$ cat src/rtl/tick_rate_pkg.sv
// rtl/tick_rate_pkg.sv - shared mode type, default rates and mode sequencing for tick_rate_ctrl
package tick_rate_pkg;

  typedef enum logic [1:0] {
    MODE_NORMAL = 2'd0,
    MODE_MINUTE = 2'd1,
    MODE_HOUR   = 2'd2
  } mode_t;

  localparam int unsigned     ACC_W_DEF      = 40;
  localparam longint unsigned INC_NORMAL_DEF = 64'd21990;
  localparam longint unsigned INC_MINUTE_DEF = 64'd1319414;
  localparam longint unsigned INC_HOUR_DEF   = 64'd79164837;
  localparam int unsigned     SCAN_W_DEF     = 16;

  // NORMAL -> MINUTE -> HOUR -> NORMAL
  function automatic mode_t next_mode(input mode_t m);
    case (m)
      MODE_NORMAL: next_mode = MODE_MINUTE;
      MODE_MINUTE: next_mode = MODE_HOUR;
      default:     next_mode = MODE_NORMAL;
    endcase
  endfunction

endpackage

$ cat src/rtl/tick_rate_ctrl_if.sv
// rtl/tick_rate_ctrl_if.sv - control and enable signals between tick_rate_ctrl and its user
interface tick_rate_ctrl_if;
  import tick_rate_pkg::*;

  logic       run;
  logic       mode_set;
  logic [1:0] mode_req;
  logic       mode_step;
  logic       tick;
  logic       scan_tick;
  mode_t      mode;
  logic       pending;
  logic       mode_ack;

  modport master (
    output run, mode_set, mode_req, mode_step,
    input  tick, scan_tick, mode, pending, mode_ack
  );

  modport slave (
    input  run, mode_set, mode_req, mode_step,
    output tick, scan_tick, mode, pending, mode_ack
  );

endinterface

$ cat src/rtl/scan_tick_gen.sv
// rtl/scan_tick_gen.sv - free-running power-of-two divider producing a one-cycle scan enable
module scan_tick_gen #(
  parameter int unsigned SCAN_W = 16
) (
  input  logic clk,
  input  logic reset,
  output logic scan_tick
);

  logic [SCAN_W-1:0] cnt_q, cnt_d;
  logic              scan_q, scan_d;

  always_comb begin
    cnt_d  = cnt_q + SCAN_W'(1);
    scan_d = &cnt_q;
  end

  always_ff @(posedge clk) begin
    if (reset) begin
      cnt_q  <= '0;
      scan_q <= 1'b0;
    end else begin
      cnt_q  <= cnt_d;
      scan_q <= scan_d;
    end
  end

  assign scan_tick = scan_q;

endmodule

$ cat src/rtl/tick_rate_ctrl.sv
// rtl/tick_rate_ctrl.sv - phase-accumulator tick generator with boundary-aligned rate switching
module tick_rate_ctrl
  import tick_rate_pkg::*;
#(
  parameter int unsigned     ACC_W      = ACC_W_DEF,
  parameter longint unsigned INC_NORMAL = INC_NORMAL_DEF,
  parameter longint unsigned INC_MINUTE = INC_MINUTE_DEF,
  parameter longint unsigned INC_HOUR   = INC_HOUR_DEF,
  parameter int unsigned     SCAN_W     = SCAN_W_DEF
) (
  input  logic            clk,
  input  logic            reset,
  tick_rate_ctrl_if.slave bus
);

  if (INC_NORMAL >= (64'd1 << ACC_W) || INC_MINUTE >= (64'd1 << ACC_W) ||
      INC_HOUR >= (64'd1 << ACC_W)) begin : g_inc_range
    $error("tick_rate_ctrl: every increment must be below 2**ACC_W");
  end

  localparam logic [ACC_W-1:0] INC_N = ACC_W'(INC_NORMAL);
  localparam logic [ACC_W-1:0] INC_M = ACC_W'(INC_MINUTE);
  localparam logic [ACC_W-1:0] INC_H = ACC_W'(INC_HOUR);

  logic [ACC_W-1:0] acc_q, acc_d;
  logic             tick_q, tick_d;
  logic             ack_q, ack_d;
  logic             pend_q, pend_d;
  mode_t            mode_q, mode_d;
  mode_t            pmode_q, pmode_d;

  logic [ACC_W-1:0] inc;
  logic [ACC_W:0]   sum;
  logic             carry;
  logic             req_v;
  mode_t            req_mode;
  logic             scan_tick_w;

  // Reserved mode_req=3 falls through so a simultaneous step still counts.
  always_comb begin
    req_v    = 1'b0;
    req_mode = mode_q;
    if (bus.mode_set && bus.mode_req != 2'd3) begin
      req_v    = 1'b1;
      req_mode = mode_t'(bus.mode_req);
    end else if (bus.mode_step) begin
      req_v    = 1'b1;
      req_mode = next_mode(pend_q ? pmode_q : mode_q);
    end
  end

  always_comb begin
    case (mode_q)
      MODE_MINUTE: inc = INC_M;
      MODE_HOUR:   inc = INC_H;
      default:     inc = INC_N;
    endcase
    sum   = {1'b0, acc_q} + {1'b0, inc};
    carry = bus.run & sum[ACC_W];
  end

  always_comb begin
    acc_d   = bus.run ? sum[ACC_W-1:0] : acc_q;
    tick_d  = carry;
    mode_d  = mode_q;
    pmode_d = pmode_q;
    pend_d  = pend_q;
    ack_d   = 1'b0;
    if (!bus.run) begin
      // Stopped: no tick interval to protect, so switch immediately.
      if (req_v) begin
        mode_d  = req_mode;
        pmode_d = req_mode;
        pend_d  = 1'b0;
        ack_d   = 1'b1;
      end else if (pend_q) begin
        mode_d = pmode_q;
        pend_d = 1'b0;
        ack_d  = 1'b1;
      end
    end else begin
      // The carrying add used the old rate; a same-cycle request waits for the next carry.
      if (carry && pend_q) begin
        mode_d = pmode_q;
        pend_d = 1'b0;
        ack_d  = 1'b1;
      end
      if (req_v) begin
        pend_d  = 1'b1;
        pmode_d = req_mode;
      end
    end
  end

  always_ff @(posedge clk) begin
    if (reset) begin
      acc_q   <= '0;
      tick_q  <= 1'b0;
      ack_q   <= 1'b0;
      pend_q  <= 1'b0;
      mode_q  <= MODE_NORMAL;
      pmode_q <= MODE_NORMAL;
    end else begin
      acc_q   <= acc_d;
      tick_q  <= tick_d;
      ack_q   <= ack_d;
      pend_q  <= pend_d;
      mode_q  <= mode_d;
      pmode_q <= pmode_d;
    end
  end

  scan_tick_gen #(
    .SCAN_W(SCAN_W)
  ) u_scan (
    .clk      (clk),
    .reset    (reset),
    .scan_tick(scan_tick_w)
  );

  assign bus.tick      = tick_q;
  assign bus.mode_ack  = ack_q;
  assign bus.pending   = pend_q;
  assign bus.mode      = mode_q;
  assign bus.scan_tick = scan_tick_w;

endmodule

$ cat src/flat_wrapper.sv
// flat-port wrapper written by rule: the top's interface ports become plain ports
module tick_rate_ctrl_flat import tick_rate_pkg::*;
#(
  parameter int unsigned     ACC_W      = ACC_W_DEF,
  parameter longint unsigned INC_NORMAL = INC_NORMAL_DEF,
  parameter longint unsigned INC_MINUTE = INC_MINUTE_DEF,
  parameter longint unsigned INC_HOUR   = INC_HOUR_DEF,
  parameter int unsigned     SCAN_W     = SCAN_W_DEF
)
  (clk, reset, bus_run, bus_mode_set, bus_mode_req, bus_mode_step, bus_tick, bus_scan_tick, bus_mode, bus_pending, bus_mode_ack);
  tick_rate_ctrl_if bus_i ();
  input  logic clk;
  input  logic reset;
  input wire logic [$bits(bus_i.run)-1:0] bus_run;
  input wire logic [$bits(bus_i.mode_set)-1:0] bus_mode_set;
  input wire logic [$bits(bus_i.mode_req)-1:0] bus_mode_req;
  input wire logic [$bits(bus_i.mode_step)-1:0] bus_mode_step;
  output wire logic [$bits(bus_i.tick)-1:0] bus_tick;
  output wire logic [$bits(bus_i.scan_tick)-1:0] bus_scan_tick;
  output wire logic [$bits(bus_i.mode)-1:0] bus_mode;
  output wire logic [$bits(bus_i.pending)-1:0] bus_pending;
  output wire logic [$bits(bus_i.mode_ack)-1:0] bus_mode_ack;
  assign bus_i.run = bus_run;
  assign bus_i.mode_set = bus_mode_set;
  assign bus_i.mode_req = bus_mode_req;
  assign bus_i.mode_step = bus_mode_step;
  assign bus_tick = bus_i.tick;
  assign bus_scan_tick = bus_i.scan_tick;
  assign bus_mode = bus_i.mode;
  assign bus_pending = bus_i.pending;
  assign bus_mode_ack = bus_i.mode_ack;
  tick_rate_ctrl #(.ACC_W(ACC_W), .INC_NORMAL(INC_NORMAL), .INC_MINUTE(INC_MINUTE), .INC_HOUR(INC_HOUR), .SCAN_W(SCAN_W)) u_core (.clk(clk), .reset(reset), .bus(bus_i));
endmodule
$ cat config.mk
export PLATFORM = sky130hd
export DESIGN_NAME = tick_rate_ctrl_flat
export DESIGN_NICKNAME = d
export VERILOG_FILES = /design/src/rtl/tick_rate_pkg.sv /design/src/rtl/tick_rate_ctrl_if.sv /design/src/rtl/scan_tick_gen.sv /design/src/rtl/tick_rate_ctrl.sv /design/src/flat_wrapper.sv
export SDC_FILE = /design/constraint.sdc
export NUM_CORES = 1
export LEC_CHECK = 0
export ABC_AREA = 1
export BUFFER_PORTS_ARGS = -buffer_cell sky130_fd_sc_hd__buf_4
export CORE_UTILIZATION = 42
export CTS_CLUSTER_SIZE = 10
export DETAILED_ROUTE_END_ITERATION = 10
export HOLD_SLACK_MARGIN = 0.12
export SLEW_MARGIN = 20
export SYNTH_ARGS = -nofsm -noshare
export SYNTH_HDL_FRONTEND = slang
export SYNTH_SLANG_ARGS = --single-unit
$ cat constraint.sdc
create_clock -name clk -period 4.1 [get_ports clk]
set_input_delay 0.82 -clock clk [delete_from_list [all_inputs] [get_ports clk]]
set_output_delay 0.82 -clock clk [all_outputs]
set_load 0.05 [all_outputs]
# Word level (Yosys, flattened, before mapping)
# Index checks and enable logic that the tools add are counted.
word_totals:
  register_bits: 64
  out_inout_bits: 6
  word_cells: 39
op_classes:
  add_sub_neg: 2
  n_eq_ne: 5
  n_mux: 16
  n_bitwise: 2
  n_reduce_logical: 6
ops:
  columns: ["op", "n"]
  rows:
  - ["case mux 27 bit (2 select lines)", 1]
  - ["adder 40 x 27 -> 41 bit", 1]
  - ["adder 16 x 1 -> 16 bit, second input constant", 1]
  - ["AND reduction 16 bit", 1]
  - ["two-way mux 2 bit", 6]
  - ["two-way mux 1 bit", 8]
  - ["== test 2 x 1 -> 1 bit, second input constant", 2]
  - ["case mux 2 bit (2 select lines)", 1]
  - ["== test 2 bit, second input constant", 1]
  - ["logical AND 1 bit", 2]
  - ["zero test 2 bit", 1]
  - ["inequality test 2 x 1 -> 1 bit, second input constant", 1]
  - ["inequality test 2 bit, second input constant", 1]
  - ["nonzero test 2 bit", 1]
  - ["OR reduction 2 bit", 1]
  - ["AND 1 bit", 1]
  - ["NOT 1 bit", 1]

# Depth between registers and ports, before layout
depth:
  depth_word: 7
  depth_mapped: 18
  depth_no_buf: 17

# Modules after synthesis
# Synthesis repeated with hierarchy kept, for this count alone.
hier_totals:
  hier_cells: 730
  hier_area_um2: 4449.3
by_module_without_submodules:
  columns: ["module", "instances", "cells_each", "area_each_um2", "seq_area_each_um2"]
  rows:
  - ["tick_rate_ctrl", 1, 613, 3647.2, 940.9]
  - ["scan_tick_gen", 1, 117, 802.0, 340.3]

# Worst setup path before layout
# Ideal clock, no wire load.
synth_path:
  path_type: "register to register"
  startpoint: "register u_core.mode_q[1], in the netlist u_core.bus.mode[1]"
  endpoint: "register u_core.acc_q[30]"
  arrival_time_ns: 2.638
  required_time_ns: 3.985
  slack_ns: 1.347
  stages_incl_launch_ff: 17
  n_path_buf: 0
  period_less_slack_ns: 2.753
  cell_sequence: "dfxtp_1 > ha_1 > ha_1 > inv_1 > fa_1 > a21oi_1 > nand2_1 > nand2_1 > nand3_1 > nand2_1 > nand2_1 > nand2_1 > nand2_1 > nand3_2 > nand3_1 > nand2_1 > nor2_1"
synth_between:
  elab_chain_len: 3
  elab_cells_between_ends: 4
  cone_classes: "add/sub: 1; eq/ne: 2; mux: 1"
synth_rtl:
  columns: ["item", "line_no", "text"]
  rows:
  - ["from (decl)", "tick_rate_ctrl.sv:29", "mode_t mode_q, mode_d;"]
  - ["from (signal assigned)", "tick_rate_ctrl.sv:108", "mode_q <= mode_d;"]
  - ["== test 2 bit / == test 2 x 1 -> 1 bit (equally long branches)", "tick_rate_ctrl.sv:53", "case (mode_q)"]
  - ["case mux 27 bit (2 select lines) *", "tick_rate_ctrl.sv:53", null]
  - ["adder 40 x 27 -> 41 bit *", "tick_rate_ctrl.sv:58", "sum = {1'b0, acc_q} + {1'b0, inc};"]
  - ["to (signal assigned)", "tick_rate_ctrl.sv:97", "acc_q <= '0;"]
  - ["to (signal assigned)", "tick_rate_ctrl.sv:104", "acc_q <= acc_d;"]
  - ["to (decl)", "tick_rate_ctrl.sv:25", "logic [ACC_W-1:0] acc_q, acc_d;"]
# Every way passes the cells marked *; elsewhere a longest branch is shown, timed or not.
# A chain may end at the register's enable or synchronous reset.

# Worst setup path in the final report
layout_path:
  startpoint: "register u_core.mode_q[0], in the netlist u_core.bus.mode[0]"
  endpoint: "register u_core.mode_q[0], in the netlist u_core.bus.mode[0]"
layout_between:
  elab_chain_len: 7
  elab_cells_between_ends: 15
  cone_classes: "add/sub: 1; eq/ne: 4; mux: 7; bitwise: 1; reduce/logical: 2"
layout_rtl:
  columns: ["item"]
  rows:
  - ["parallel branches: the longest is 7 deep, another holds adder 40 x 27 -> 41 bit"]
# Several ways; the timed one is not identified.

==> flow_summary.rst <==
.. list-table::
   :header-rows: 1

   * - Metric
     - Value
   * - Global-route wire length before repair
     - 17.3 mm
   * - Total power per unit cell area
     - between 300 and 400 nW/um^2
   * - Cell type with the largest total area after synthesis
     - dfxtp_1
   * - Setup slack of the worst register-to-register path
     - 990 ps
   * - Max Cap Viol
     - 0
   * - Net count, final
     - slightly above 700
   * - Setup Total Neg Slack
     - 0 ps
   * - Number of global-route vias before repair
     - between 3000 and 4000
   * - Initial core utilization
     - 0.435
   * - Yosys reg bits
     - 64
   * - Hold violation count in the final report
     - 0
   * - CTS tree
     - built
   * - Post-CTS Hold Buffers
     - 0
   * - Run status
     - complete, no violations
   * - Max clock buf depth
     - 2
   * - CTS-repair resized insts
     - 0
   * - Critical path capture point type
     - flop
   * - Post-DP HPWL
     - 7.83 mm
   * - Routed wire length per instance
     - ~13 microns
   * - Remaining global-route overflow
     - 0
   * - Synth Net Count
     - roughly 710
   * - Core Rows
     - 36
   * - Arrival time of data at the critical path endpoint
     - roughly 3400 ps
   * - Fraction of synthesized cell area taken by the top area cell type
     - 0.300
   * - Chip Width
     - ~100 microns
   * - Hold Path Class
     - flop to flop
   * - Number of antenna cells inserted
     - 0
   * - Critical Path Source Type
     - flop
   * - Wire length after detailed routing
     - ~11 mm
   * - Share of post-route cells with drive strength above 1
     - 0.0817
   * - CTS Sinks
     - 64
   * - Measured slew at the worst slew-check pin
     - 928 ps
   * - Final setup violation count
     - 0
   * - Number of iterations in the first detailed-routing pass
     - 5
   * - Number of placed instances with taps included
     - roughly 820
   * - Reg2reg path depth
     - 17
   * - Synth area leaders
     - dfxtp_1 30%, nand2_1 13%, nor2_1 9.8%
   * - Mapped Area
     - roughly 4300 sq um
   * - Overall global routing resource usage
     - 0.215
   * - EDFF count, synth
     - 0
   * - Setup CP Type
     - flop to flop
   * - Iter 0 DRT Violations
     - 215
   * - Clock root buffer
     - clkbuf_8
   * - Post-Synthesis Cells
     - slightly below 700
   * - Headroom to the max-slew limit
     - 0.380
   * - Worst-path clk slew
     - roughly 70 ps
   * - Number of buffers inserted during clock tree synthesis
     - 9
   * - Number of unique standard cell types used by synthesis
     - 42
   * - Vias per cell
     - roughly 5
   * - Die area
     - between 10000 and 15000 sq um
   * - H-tree levels
     - 3
   * - Largest net degree at the start of global routing
     - 48
   * - Final worst path period share
     - 0.759
   * - Post-synthesis average cell area
     - between 6 and 7 sq um
   * - Area growth from synthesis to layout
     - 9.17%
   * - Post-DRT Antenna Nets
     - 0
   * - Hold worst-path end
     - u_core.u_scan.cnt_q[0]$_SDFF_PP0_
   * - Proportion of register bits with asynchronous set or reset after synthesis
     - 0
   * - Minimum clock period
     - roughly 3100 ps
   * - Worst Hold Launch
     - u_core.u_scan.cnt_q[0]$_SDFF_PP0_
   * - Clock latency on the worst-skew pair
     - about 360 ps
   * - Max Clk Rate
     - between 0.3 and 0.4 GHz
   * - Total power
     - ~1.6 mW
   * - Worst-path maximum fanout
     - 10
   * - Endpoint required time on the critical path
     - between 4000 and 5000 ps
   * - Weighted congestion at the end of routability-driven global placement
     - approximately 0.86
   * - Leakage power
     - approximately 2.1 nW
   * - Number of antenna violations at the first check in global routing
     - 0
   * - Worst voltage drop across the vdd grid
     - 0.197 mV
   * - Number of stages on the worst hold path
     - 1
   * - R2r endpoint
     - u_core.bus.mode[0]$_SDFFE_PP0P_
   * - Setup repair bufs after CTS
     - 0
   * - Synth Flop Type
     - dfxtp_1
   * - Total of buffers placed on input and output ports
     - 12
   * - Seq/Total Area, Yosys
     - 0.300
   * - Unrepaired setup endpoints after global routing
     - no
   * - Count of filler cells inserted in the layout
     - 1071
   * - Post-Layout Cell Count
     - around 830
   * - Detailed-route via count
     - about 4100
   * - Final-report max-slew violation count
     - 0
   * - Count of boundary I/O pins
     - 13
   * - RR Startpoint
     - u_core.bus.mode[0]$_SDFFE_PP0P_
   * - Floorplan Core Area
     - 9820 sq um
   * - Worst clock skew
     - between 9 and 10 ps
   * - Vertical extent of the die
     - 103 microns
   * - YS warnings
     - 0
   * - DRC viols
     - 0
[stage by stage]
step / hold WS, ps / instance area, sq um / setup WS (ps) / util
6_report: 456 / 4660 / 988 / 0.475
5_1_grt: 472 / 4660 / 646 / 0.475
3_5_place_dp: 440 / 4460 / 986 / 0.455
3_3_place_gp: 427 / 4460 / 1060 / 0.455
4_1_cts: 457 / 4660 / 964 / 0.475
2_1_floorplan: 413 / 4270 / 1350 / -
[worst max path at each step]
stage	from	end	slack [ps]	cells after the start
final	u_core.bus.mode[0]$_SDFFE_PP0P_	u_core.bus.mode[0]$_SDFFE_PP0P_	990	17
after global routing	u_core.bus.mode[0]$_SDFFE_PP0P_	u_core.bus.mode[1]$_SDFFE_PP0P_	650	17
after CTS	u_core.bus.mode[0]$_SDFFE_PP0P_	u_core.acc_q[30]$_SDFFE_PP0P_	960	17
after detailed placement	u_core.bus.mode[0]$_SDFFE_PP0P_	u_core.acc_q[30]$_SDFFE_PP0P_	990	17
after global placement	u_core.bus.mode[0]$_SDFFE_PP0P_	u_core.bus.mode[0]$_SDFFE_PP0P_	1060	17
after floorplan	u_core.bus.mode[1]$_SDFFE_PP0P_	u_core.acc_q[30]$_SDFFE_PP0P_	1350	16
[cell families after synthesis]
group,count (synthesis),share of synthesized area
fa+ha+maj,16,0.0486
compound gates,106,0.136
buf+inv,118,0.107
flops,64,0.300
xor+xnor,15,0.0325
simple gates,366,0.375
[flip-flops by register name (all words and copies together), names as in the netlist]
signal / cells
u_core.acc_q: 40
u_core.u_scan.scan_tick: 1
u_core.bus.mode_ack: 1
u_core.u_scan.cnt_q: 16
u_core.bus.mode: 2
u_core.pmode_q: 2
u_core.bus.tick: 1
u_core.bus.pending: 1
[cell usage after synthesis (all sizes together) (3+ instances only)]
library cell / count
o21ai: 44
buf: 6
o21a: 3
nor3b: 5
nand2: 158
xnor2: 3
inv: 102
nand3: 51
xor2: 12
o21bai: 4
a22oi: 3
nand4: 7
and3: 3
nor2: 116
clkbuf: 10
ha: 15
dfxtp: 64
nor3: 21
a21oi: 49
[placed cells by master (no fill, tap or decap), types with 2 or more instances in the layout]
master    synthesis  layout
nand2_1         147     147
nor2_1          112     112
inv_1           100     100
dfxtp_1          64      64
a21oi_1          48      48
nand3_1          47      47
o21ai_0          35      35
nor3_1           20      20
ha_1             15      15
buf_4             0      13
xor2_1           11      11
clkbuf_8          0      10
nand2_2           9       9
nand4_1           7       7
o21ai_1           7       7
nor3b_1           5       5
nand3_2           4       4
o21bai_1          4       4
and3_1            3       3
o21a_1            3       3
a22oi_1           3       3
xnor2_1           3       3
nor2_2            3       3
or2_2             2       2
nand2_4           2       2
clkinv_2          0       2
[per-layer routing]
metal,track usage,vias up,share of wire
met5,0,-,0
li1,-,2197,-
met1,0.292,1849,0.50
met2,0.337,90,0.44
met4,0.0748,0,0.019
met3,0.0461,12,0.043
[area by class of cell]
type	count	area, sq um	area share
clock buffer	11	141	0.0303
clock inverter	5	56.3	0.0121
inverter	102	388	0.0832
multi-input combinational	503	2530	0.543
sequential	64	1280	0.275
tap	133	166	0.0357
timing repair buffer	13	97.6	0.0209
[critical path, cell delays in order (launching register included)]
cell and delay (ps):
dfxtp_1 360, inv_1 100, ha_1 540, ha_1 280
inv_1 60, fa_1 390, a21oi_1 290, nand2_1 100
nand2_1 130, nand2_1 90, nand2_2 110, nand2_1 70
nand2_2 130, nand3_2 80, nand2_2 120, nand2_1 60
nand2_1 60, nor2_1 40
[report_power, final]
part	leakage, nW	internal, mW	switching, mW
Combinational	1.51	0.120	0.246
Clock	0.0993	0.296	0.263
Sequential	0.523	0.656	0.0292
Note: power is estimated with default switching activity, not from simulation.
